$ cat src/rtl/apb_pkg.sv
// Shared types and bus constants for the APB register-file completer.
package apb_pkg;

  localparam int unsigned APB_STRB_W = 4;
  localparam int unsigned APB_DATA_W = 32;

  typedef enum logic [1:0] {
    IDLE = 2'd0,
    WAIT = 2'd1,
    RESP = 2'd2
  } apb_cstate_t;

endpackage

$ cat src/rtl/apb_completer_regs.sv
// Register storage for the APB completer: byte-strobed writes, combinational read mux,
// read-only protection and the fixed ID value held by register 0.
module apb_completer_regs
  import apb_pkg::*;
#(
  parameter int unsigned           NUM_REGS = 16,
  parameter int unsigned           IDX_W    = 4,
  parameter logic [NUM_REGS-1:0]   RO_MASK  = 16'h0001,
  parameter logic [APB_DATA_W-1:0] ID_VALUE = 32'hA5B0_0001
) (
  input  logic                           PCLK,
  input  logic                           PRESETn,
  input  logic                           wr_en,
  input  logic [IDX_W-1:0]               wr_idx,
  input  logic [APB_DATA_W-1:0]          wr_data,
  input  logic [APB_STRB_W-1:0]          wr_strb,
  input  logic [IDX_W-1:0]               rd_idx,
  output logic [APB_DATA_W-1:0]          rd_data,
  output logic [NUM_REGS*APB_DATA_W-1:0] regs_o
);

  logic [NUM_REGS-1:0][APB_DATA_W-1:0] mem;

  always_ff @(posedge PCLK or negedge PRESETn) begin
    if (!PRESETn) begin
      for (int unsigned i = 0; i < NUM_REGS; i++) begin
        mem[i] <= (i == 0) ? ID_VALUE : '0;
      end
    end else if (wr_en && !RO_MASK[wr_idx]) begin
      for (int unsigned b = 0; b < APB_STRB_W; b++) begin
        if (wr_strb[b]) mem[wr_idx][8*b +: 8] <= wr_data[8*b +: 8];
      end
    end
  end

  assign rd_data = mem[rd_idx];
  assign regs_o  = mem;

endmodule

$ cat src/rtl/apb_regfile_completer.sv
// APB4 completer with programmable wait states fronting a bank of 32-bit registers.
// Transfer FSM, wait counter, address decode/error checks and registered bus outputs.
module apb_regfile_completer
  import apb_pkg::*;
#(
  parameter int unsigned           ADDR_W      = 32,
  parameter int unsigned           NUM_REGS    = 16,
  parameter int unsigned           WAIT_CYCLES = 2,
  parameter logic [NUM_REGS-1:0]   RO_MASK     = 16'h0001,
  parameter logic [APB_DATA_W-1:0] ID_VALUE    = 32'hA5B0_0001
) (
  input  logic                           PCLK,
  input  logic                           PRESETn,
  input  logic                           PSEL,
  input  logic                           PENABLE,
  input  logic                           PWRITE,
  input  logic [ADDR_W-1:0]              PADDR,
  input  logic [APB_DATA_W-1:0]          PWDATA,
  input  logic [APB_STRB_W-1:0]          PSTRB,
  output logic [APB_DATA_W-1:0]          PRDATA,
  output logic                           PREADY,
  output logic                           PSLVERR,
  output logic [NUM_REGS*APB_DATA_W-1:0] regs_o
);

  localparam int unsigned     IDX_W      = $clog2(NUM_REGS);
  localparam int unsigned     CNT_W      = (WAIT_CYCLES > 1) ? $clog2(WAIT_CYCLES + 1) : 1;
  localparam logic [ADDR_W-1:0] ADDR_LIMIT = ADDR_W'(NUM_REGS * 4);

  apb_cstate_t state_q, state_d;
  logic [CNT_W-1:0]      cnt_q, cnt_d;
  logic [ADDR_W-1:0]     addr_q;
  logic                  wr_q;
  logic [APB_DATA_W-1:0] wdata_q;
  logic [APB_STRB_W-1:0] strb_q;

  logic                  setup;
  logic                  enter_resp;
  logic [ADDR_W-1:0]     dec_addr;
  logic                  dec_wr;
  logic [IDX_W-1:0]      dec_idx;
  logic                  dec_err;
  logic                  commit;
  logic [APB_DATA_W-1:0] rd_data;

  assign setup = PSEL & ~PENABLE;

  always_comb begin
    state_d = state_q;
    cnt_d   = cnt_q;
    case (state_q)
      IDLE: begin
        if (setup) begin
          cnt_d   = CNT_W'(WAIT_CYCLES);
          state_d = (WAIT_CYCLES > 0) ? WAIT : RESP;
        end
      end
      WAIT: begin
        if (!PSEL)                     state_d = IDLE;
        else if (cnt_q == CNT_W'(1))   state_d = RESP;
        else                           cnt_d   = cnt_q - CNT_W'(1);
      end
      RESP:    state_d = IDLE;
      default: state_d = IDLE;
    endcase
  end

  always_ff @(posedge PCLK or negedge PRESETn) begin
    if (!PRESETn) begin
      state_q <= IDLE;
      cnt_q   <= '0;
      addr_q  <= '0;
      wr_q    <= 1'b0;
      wdata_q <= '0;
      strb_q  <= '0;
    end else begin
      state_q <= state_d;
      cnt_q   <= cnt_d;
      if (state_q == IDLE && setup) begin
        addr_q  <= PADDR;
        wr_q    <= PWRITE;
        wdata_q <= PWDATA;
        strb_q  <= PSTRB;
      end
    end
  end

  // Zero-wait transfers enter RESP straight from IDLE, before the latch is loaded,
  // so decode looks at the live bus in IDLE and the held copy otherwise.
  assign dec_addr   = (state_q == IDLE) ? PADDR  : addr_q;
  assign dec_wr     = (state_q == IDLE) ? PWRITE : wr_q;
  assign dec_idx    = dec_addr[2 +: IDX_W];
  assign dec_err    = (dec_addr >= ADDR_LIMIT) || (dec_addr[1:0] != 2'b00) ||
                      (dec_wr && RO_MASK[dec_idx]);
  assign enter_resp = (state_d == RESP);

  always_ff @(posedge PCLK or negedge PRESETn) begin
    if (!PRESETn) begin
      PREADY  <= 1'b0;
      PSLVERR <= 1'b0;
      PRDATA  <= '0;
    end else begin
      PREADY  <= enter_resp;
      PSLVERR <= enter_resp && dec_err;
      PRDATA  <= (enter_resp && !dec_err && !dec_wr) ? rd_data : '0;
    end
  end

  assign commit = (state_q == RESP) && wr_q && !PSLVERR;

  apb_completer_regs #(
    .NUM_REGS (NUM_REGS),
    .IDX_W    (IDX_W),
    .RO_MASK  (RO_MASK),
    .ID_VALUE (ID_VALUE)
  ) u_regs (
    .PCLK    (PCLK),
    .PRESETn (PRESETn),
    .wr_en   (commit),
    .wr_idx  (addr_q[2 +: IDX_W]),
    .wr_data (wdata_q),
    .wr_strb (strb_q),
    .rd_idx  (dec_idx),
    .rd_data (rd_data),
    .regs_o  (regs_o)
  );

endmodule

$ cat config.mk
export PLATFORM = sky130hd
export DESIGN_NAME = apb_regfile_completer
export DESIGN_NICKNAME = d
export VERILOG_FILES = /design/src/rtl/apb_pkg.sv /design/src/rtl/apb_completer_regs.sv /design/src/rtl/apb_regfile_completer.sv
export SDC_FILE = /design/constraint.sdc
export NUM_CORES = 1
export LEC_CHECK = 0
export ABC_AREA = 1
export BUFFER_PORTS_ARGS = -buffer_cell sky130_fd_sc_hd__buf_2
export CORE_MARGIN = 1.5
export CORE_UTILIZATION = 40
export DETAILED_ROUTE_END_ITERATION = 7
export SLEW_MARGIN = 20
export SYNTH_ARGS = -nofsm -noshare
export SYNTH_HDL_FRONTEND = slang
export SYNTH_SLANG_ARGS = --single-unit
$ cat constraint.sdc
create_clock -name PCLK -period 2.3 [get_ports PCLK]
set_input_delay 0.115 -clock PCLK [delete_from_list [all_inputs] [get_ports PCLK]]
set_output_delay 0.115 -clock PCLK [all_outputs]
set_load 0.1 [all_outputs]
* Yosys cells after proc, flatten, opt, wreduce, memory -nomap -nowiden
Memories as Yosys holds them, arrays and structs flattened.
Index checks and enable logic that the tools add are counted.
** Word-level totals
- Memory bits (writable) :: 0
- Bits in latches :: 0
- Memories kept :: 2
- Input bits :: 73
- Word-level logic and storage cells :: 94
- Output and inout bits :: 546
- Flip-flop bits (word level) :: 619
- Bits in read-only memories :: 32
** Memory list
- (no name shown) :: words 16, bits a word 1, rd ports 1, clocked after Yosys merged registers in 0, wr ports 0, line apb_completer_regs.sv:29 : end else if (wr_en && !RO_MASK[wr_idx]) begin
- (no name shown) :: words 16, bits a word 1, rd ports 1, clocked after Yosys merged registers in 0, wr ports 0, line apb_regfile_completer.sv:94 : (dec_wr && RO_MASK[dec_idx]);
** Cells by class
- $lt $le $gt $ge :: 4
- Multiplexer cells :: 34
- Multipliers :: 0
- Div/mod/pow operators :: 0
- Add/sub/neg operators :: 1
- Equality and inequality tests :: 7
- Shift-type cells :: 0
- Bitwise logic cells :: 2
- Reduce and logical (&&, ||, !) cells :: 19
** Operators with widths (count)
- $mux W512 :: 7
- $bwmux W512 :: 4
- $demux W32 S4 :: 4
- $bmux W32 S4 :: 1
- $mux W32 :: 4
- $ge A32 B7 Y1 const B :: 1
- $mux W24 :: 1
- $mux W16 :: 1
- $mux W2 :: 6
- $lt A4 B5 Y1 const B :: 2
- $logic_and A1 B1 Y1 :: 9
- $mux W8 :: 1
- $pmux W2 S2 :: 2
- $ne A2 B2 Y1 const B :: 3
- $eq A2 B1 Y1 const B :: 2
- $eq A2 B2 Y1 const B :: 2
- $ge A4 B1 Y1 const B :: 1
- $logic_not A1 Y1 :: 4
- $reduce_and A4 Y1 :: 1
- $reduce_bool A2 Y1 :: 2
- $mux W1 :: 3
- $logic_not A2 Y1 :: 1
- $logic_or A1 B1 Y1 :: 2
- $sub A2 B1 Y2 const B :: 1
- 2 further kinds :: 2

* Depth between registers and ports, before layout
Gate-level depths: netlist (run 1).
- Depth in word-level cells :: 15
- Gate-level depth with buffers :: 13
- Depth with buffers taken out :: 11

* Hierarchy
From an unflattened synthesis (run 1), not the netlist that was laid out.
** Second synthesis, totals
- Cells, all modules :: 3695
- Area, all modules :: 29144.2 µm²
** Modules (own cells, without submodules)
- apb_completer_regs :: area each 24847.6 µm², cells an instance 3317, sequential area each 12822.3 µm², instances 1
- apb_regfile_completer :: area each 4296.6 µm², cells an instance 378, sequential area each 2677.6 µm², instances 1

* Least setup slack after synthesis (run 1)
OpenSTA, ideal clock, no wires.
- Kind :: reg-to-reg
- Start :: register PSLVERR
- End :: register u_regs.mem, in the netlist u_regs.regs_o[230]
- Library setup time :: 133 ps
- Stages on the path, launching flop included :: 9
- Buffers on the path :: 2
- Required time :: 2167 ps
- Data arrival time :: 1885 ps
- Setup slack :: 282 ps
- Clock period less this slack :: 2018 ps
- Cell sequence :: dfrtp_1 > nor2_2 > o21ai_4 > nor2_4 > buf_4 > nand2_2 > buf_2 > nand2_1 > o21ai_0
** On the way
- Cells in the longest elaborated chain, start to end :: 3
** Ends and longest elaborated chain
- start: declaration :: line apb_regfile_completer.sv:22 : output logic PSLVERR,
- start signal: assignment :: line apb_regfile_completer.sv:104 : PSLVERR <= enter_resp && dec_err;
- $logic_not A1 Y1 :: line apb_regfile_completer.sv:109 : assign commit = (state_q == RESP) && wr_q && !PSLVERR;
- $logic_and A1 B1 Y1 :: line apb_regfile_completer.sv:109
- $logic_and A1 B1 Y1 :: line apb_completer_regs.sv:29
- end signal: indexed assignment :: line apb_completer_regs.sv:27 : mem[i] <= (i == 0) ? ID_VALUE : '0;
- end signal: indexed assignment :: line apb_completer_regs.sv:31 : if (wr_strb[b]) mem[wr_idx][8*b +: 8] <= wr_data[8*b +: 8];
- end: declaration :: line apb_completer_regs.sv:22 : logic [NUM_REGS-1:0][APB_DATA_W-1:0] mem;
No other way between the ends.
A chain may end at the register's enable or synchronous reset.

* Worst setup path in the final report (run 1)
- Start :: register state_q[1]
- End :: register PRDATA[13]
** On the way
- Cells in the longest elaborated chain, start to end :: 10
- Elaborated cells between the ends (all ways) :: 23
- Classes of those cells :: 1 x order compare; 2 x eq/ne; 10 x mux; 9 x reduce/logical; 1 x memory
** Ends and longest elaborated chain
- start: declaration :: line apb_regfile_completer.sv:30 : apb_cstate_t state_q, state_d;
- start signal: assignment :: line apb_regfile_completer.sv:77 : state_q <= state_d;
- parallel branches: the longest is 9 deep, another holds $ge A32 B7 Y1
- $mux W32 * :: line apb_regfile_completer.sv:105 : PRDATA <= (enter_resp && !dec_err && !dec_wr) ? rd_data : '0;
- end signal: assignment :: line apb_regfile_completer.sv:105
- end: declaration :: line apb_regfile_completer.sv:20 : output logic [APB_DATA_W-1:0] PRDATA,
Mark *: on every way between the ends. The select of a mux whose other input is x is not followed.

==> results.toml, run 1 <==
[status]
status = "finished, final reports clean"

[global_route]
grt_max_degree = 86
antenna_found_initial = 1
overflow = 0
grt_pass1_wl_mm = 164.1
grt_usage_pct = 31.37
grt_pass1_vias = 24120

[setup_path]
startpoint_type = "register"
critical_path_class = "reg -> reg"
worstPathRequired_ps = 2790
cp_max_fo = 14
arrival_ps = 2630
end_kind = "register"

[placement]
dp_hpwl_mm = 80.70
port-buffer-count = 618
pre_cts_slack_ps = -44.01
gp_congestion = 0.9214

[synth]
synth-main-ff-cell = "dfrtp_1"
avgSynthCellArea_um2 = 8.286
yosysWarningCount = 0
synth_top_cell_by_area = "dfrtp_1"
synth_edf_count = 0
yosysMostFrequentCell = "nand2_1"
yosys-top-cells-area = "dfrtp_1 56%, nand2_1 16%, o21ai_0 7.9%"
netlist_area_um2 = 27360
ys_top_cells_by_count = "1,131 x nand2_1, 611 x dfrtp_1, 431 x o21ai_0"
syn_nets = 3376
yosysTopAreaCellShare_pct = 55.88
synthArstFlopShare_pct = 100.0
netlist_instances = 3302
yosys_register_bits = 619
synth_seq_area_share_pct = 56.65
yosysUniqueCellTypes = 26

[sta]
max_slew_margin_pct = 44.94
finalSetupTns_ps = 0
drv_slew = 0
fin_ws_ps = 160.4
whs_ps = 38.08
setup_violations = 0
rsz0062_at_grt = "no"
hold_viol_final = 0
skew_ps = 30.62
min_period_ps = 2140
max_freq_mhz = 467.4
period_share_pct = 93.03
worst_slew_pin_slew_ps = 822.8

[die]
initial_core_util_pct = 40.60
dieHeight_um = 264.5
core_um2 = 67400
dieArea_um2 = 69980
io_pins = 619
rows = 95
die_x_um = 264.5

[clocking]
cts_buffer_depth = 3
cts_sinks = 619
htree_levels = 3
cts_tree = "built"
clock_latency_ps = 620
cts_buffers = 70
cts_root_buf = "clkbuf_16"
clk_pin_slew_ps = 60

[detailed_routing]
drcViolationCount = 0
drt_iter0_drc = 2767
first_pass_iters = 6
post_drt_wl_per_cell_um = 23.08
dr_total_vias = 26170
avgViaCountPerCell = 5.398
wirelength_mm = 111.9
ant_nets = 0

[power_and_ir_drop]
power_density_nw_per_um2 = 940.9
p_leak_nw = 17.61
ir_worst_vdd_mv = 0.6446

[layout]
n_antenna_cell = 0
fillers = 6379
drive_above_1_share_pct = 23.52
fin_util_pct = 51.64
multi_input_area_um2 = 10440
ff_latch_area_um2 = 15500
fin_nets = 3995
area_growth_pct = 27.20

[flow_run]
max_cap_viol_count = 0

[min_path]
hold_class = "in -> async"
-- logic make-up after synthesis --
family	after synthesis	share of synthesized area (%)
AO/OA/AOI/OAI	538	9.910
adder cells (fa/ha/maj)	1	0.04572
buffers and inverters	330	5.447
flip-flops	619	56.65
multiplexers	19	0.7820
AND/OR/NAND/NOR	1795	27.16
-- flip-flops by register name, summed over array words and instances (netlist names) --
name,cells
u_regs.regs_o,512
wr_q,1
PREADY,1
strb_q,4
cnt_q,2
wdata_q,32
addr_q,32
PSLVERR,1
PRDATA,32
state_q,2
-- report_power, final --
group / internal [mW] / switching [mW]
combinational: 2.26 / 6.87
clock: 6.94 / 4.71
sequential: 11.5 / 0.446
total: 20.7 / 12.0
-- cells in the final DEF (no fill, tap or decap), types with 6 or more instances in the layout --
cell type	synthesis	routed
nand3_1	424	424
clkbuf_1	117	13
nand2_2	44	45
dlygate4sd3_1	0	71
a21oi_1	36	36
buf_2	102	617
nor2_1	186	182
o21ai_0	431	431
o21ai_1	68	66
clkbuf_8	0	15
buf_4	23	72
mux2_2	19	19
dfstp_2	8	8
buf_12	0	35
nand2_1	1131	1127
nor2_2	2	6
inv_1	77	76
clkinv_2	0	12
dfrtp_1	611	611
clkbuf_16	0	75
-- final timing paths --
path	slack, ps	endpoint	cells past startpoint	from
max	160	PRDATA[13]	11	state_q[1]
min	40	u_regs.regs_o[233]	2	PRESETn
max reg2reg	160	PRDATA[13]	11	state_q[1]
min reg2reg	370	u_regs.regs_o[20]	0	u_regs.regs_o[20]
max in group asynchronous	1410	u_regs.regs_o[31]	3	PRESETn
min in group PCLK	110	strb_q[1]	4	PENABLE
-- cell type report --
cell class,count,area share (%)
inverters,80,0.8700
well taps,873,3.139
flip-flops and latches,619,44.54
repair buffers,797,14.60
multi-input cells,2353,30.01
clock buffers,102,6.054
clock inverters,24,0.7945
-- layer usage --
| metal | routed length [µm] | up-vias | track usage [%] |
|---|---|---|---|
| li1 | - | 11990 | - |
| met1 | 46040 | 12690 | 42.45 |
| met2 | 50700 | 1267 | 48.79 |
| met3 | 10820 | 222 | 7.896 |
| met4 | 4320 | 2 | 11.31 |
| met5 | 13 | - | 0 |
-- stage by stage --
step           instance area (µm²)  power [mW]  instances
2_1_floorplan                27360       17.92       3302
5_1_grt                      34800       33.97       4848
3_5_place_dp                 31650       21.01       4647
4_1_cts                      34750       32.73       4844
3_3_place_gp                 31650       20.95       4647
6_report                     34800       32.75       4848
-- timing repair --
action / CTS / global route
gates resized for setup: 2 / 2
endpoints found under the setup margin: 9 / 6
hold buffers: 71 / 0
endpoints found under the hold margin: 522 / 0
cloned: 0 / 1
setup buffers: 0 / 3
pin swaps: 0 / 0
-- worst max-delay path, stage by stage, from the launching register on --
cell and delay [ps]:
dfrtp_1 420, nor2_2 120, buf_4 210, nand2_1 110, o21ai_4 200, buf_12 220, buf_12 160, nand3_1 80
nand2_1 140, nor2_1 70, nor2_2 190, nor2_1 70
Power figures use the tool's default switching activity.
==> run 2: changes to the inputs <==
--- a/config.mk
+++ b/config.mk
@@ -7,9 +7,11 @@
 export LEC_CHECK = 0
 export ABC_AREA = 1
 export BUFFER_PORTS_ARGS = -buffer_cell sky130_fd_sc_hd__buf_2
-export CORE_MARGIN = 1.5
-export CORE_UTILIZATION = 40
+export CORE_AREA = 2 2 242 244
 export DETAILED_ROUTE_END_ITERATION = 7
+export DIE_AREA = 0 0 244 246
+export HOLD_SLACK_MARGIN = 0.06
+export PLACE_DENSITY = 0.72
 export SLEW_MARGIN = 20
 export SYNTH_ARGS = -nofsm -noshare
 export SYNTH_HDL_FRONTEND = slang
==> run 2 against run 1 <==
Critical path depth grew 2. Maximum frequency is 1.7% lower. Count of clock-buffer cells in the layout down 9. Worst hold slack improved by 210 ps. Power is essentially flat. Sequential power hardly changed. Largest power group unchanged.
==> results.toml, run 2 (same netlist as run 1, synthesis figures left out) <==
[status]
status = "finished, final reports clean"

[clocking]
clock_latency_ps = 610
clk_pin_slew_ps = 60
cts_buffer_depth = 3
cts_buffers = 69
htree_levels = 3
cts_sinks = 619
cts_tree = "built"
cts_root_buf = "clkbuf_16"

[detailed_routing]
drcViolationCount = 0
first_pass_iters = 6
drt_iter0_drc = 3181
ant_nets = 0
avgViaCountPerCell = 5.684
wirelength_mm = 111.3
dr_total_vias = 26930
post_drt_wl_per_cell_um = 23.49

[setup_path]
critical_path_class = "reg -> reg"
worstPathRequired_ps = 2780
end_kind = "register"
cp_max_fo = 32
arrival_ps = 2650
startpoint_type = "register"

[layout]
final_cells = 4737
fillers = 5070
area_growth_pct = 26.51
fin_nets = 3996
fin_area_um2 = 34610
largest_reg_flops = 512
layout_commonest_cell = "nand2_1"
final_cell_mix = "1,126 x nand2_1, 617 x buf_2, 611 x dfrtp_1"
fin_util_pct = 60.34
drive_above_1_share_pct = 23.41

[global_route]
grt_max_degree = 86
antenna_found_initial = 3
grt_usage_pct = 36.50
grt_pass1_wl_mm = 163.6
grt_pass1_vias = 24730
overflow = 0

[sta]
worst_slew_pin_slew_ps = 771.6
fin_ws_ps = 123.1
setup_violations = 0
max_slew_margin_pct = 48.50
hold_viol_final = 0
period_share_pct = 94.65
max_freq_mhz = 459.4
skew_ps = 16.95
rsz0062_at_grt = "no"
min_period_ps = 2177
drv_slew = 0

[power_and_ir_drop]
p_leak_nw = 17.58
ir_worst_vdd_mv = 0.6187
power_density_nw_per_um2 = 946.9
power_mw = 32.77

[placement]
dp_cells = 4534
dpl_cell_area_um2 = 31380
port-buffer-count = 618
gp_congestion = 0.9673
pre_cts_slack_ps = -24.10
dp_hpwl_mm = 78.35

[flow_run]
max_cap_viol_count = 0

[die]
io_pins = 619
die_x_um = 244
core_um2 = 57370
dieArea_um2 = 60020
dieHeight_um = 246
initial_core_util_pct = 47.69
rows = 88

[min_path]
hold_class = "in -> async"
## run 2: cell count changes in the layout (fill, tap and decap cells not counted), moves of 2 or more
cell	previous run	this run
buf_12	35	27
dlygate4sd3_1	71	77
clkbuf_1	13	9
clkbuf_8	15	11
diode_2	0	3
nand2_4	2	5
bufinv_16	5	7
nand2_2	45	43
## run 2: layout make-up
cell class              count  area, µm²  share of cell area (%)
inverters                  80      302.8                  0.8748
clock inverters            25      319.1                  0.9218
diodes                      3      7.507                 0.02169
flip-flops and latches    619      15500                   44.78
clock buffers              93       2012                   5.813
multi-input cells        2354      10490                   30.30
repair buffers            798       5026                   14.52
well taps                 765      957.2                   2.765
## run 2: path summary, 6_finish.rpt
check / cells past startpoint / end / slack [ps] / start
worst min-delay path: 3 / u_regs.regs_o[174] / 250 / PRESETn
worst max register to register: 13 / PRDATA[14] / 120 / state_q[1]
min in group PCLK: 3 / addr_q[26] / 290 / PADDR[26]
max in group asynchronous: 3 / u_regs.regs_o[31] / 1540 / PRESETn
worst min register to register: 0 / u_regs.regs_o[0] / 370 / u_regs.regs_o[0]
worst max-delay path: 13 / PRDATA[14] / 120 / state_q[1]
## run 2: report_power, final
group	total [mW]	internal (mW)	leakage, nW	switching, mW
Combinational	9.28	2.23	8.00	7.05
Sequential	12.0	11.5	8.43	0.435
Clock	11.5	6.91	1.15	4.63
## run 2: critical path, stage by stage, from the launching register on
cell     delay [ps]
dfrtp_1         410
buf_4           160
inv_1            90
nand2_4         120
nand2_4         130
nand2_8         100
buf_12          180
buf_12          180
nand2_1          70
nand3_1          90
nand2_1          90
nor2_1           50
nor2_1          280
nor2_1           80
## run 2: repair_timing
| item | in CTS | in global routing |
|---|---|---|
| buffers inserted | 0 | 2 |
| pin swaps | 0 | 1 |
| gates cloned | 0 | 2 |
| hold buffers | 78 | 0 |
| setup endpoints to repair | 4 | 24 |
| endpoints found under the hold margin | 686 | 0 |
| gates resized for setup | 2 | 11 |
## run 2: metal layers
metal	up-vias	global-route usage [%]	part of all wire [%]
met2	1695	53.69	43
met3	319	9.891	12
li1	11970	-	-
met1	12940	50.58	40
met5	-	0	0
met4	0	16.50	5.5
## run 2: stage by stage
stage,TNS (ps),hold slack [ps]
finish,0,246.7
global route,0,257.9
CTS,0,234.3
detailed placement,-58.57,55.58
global placement,-26.99,56.75
floorplan,0,-180.6
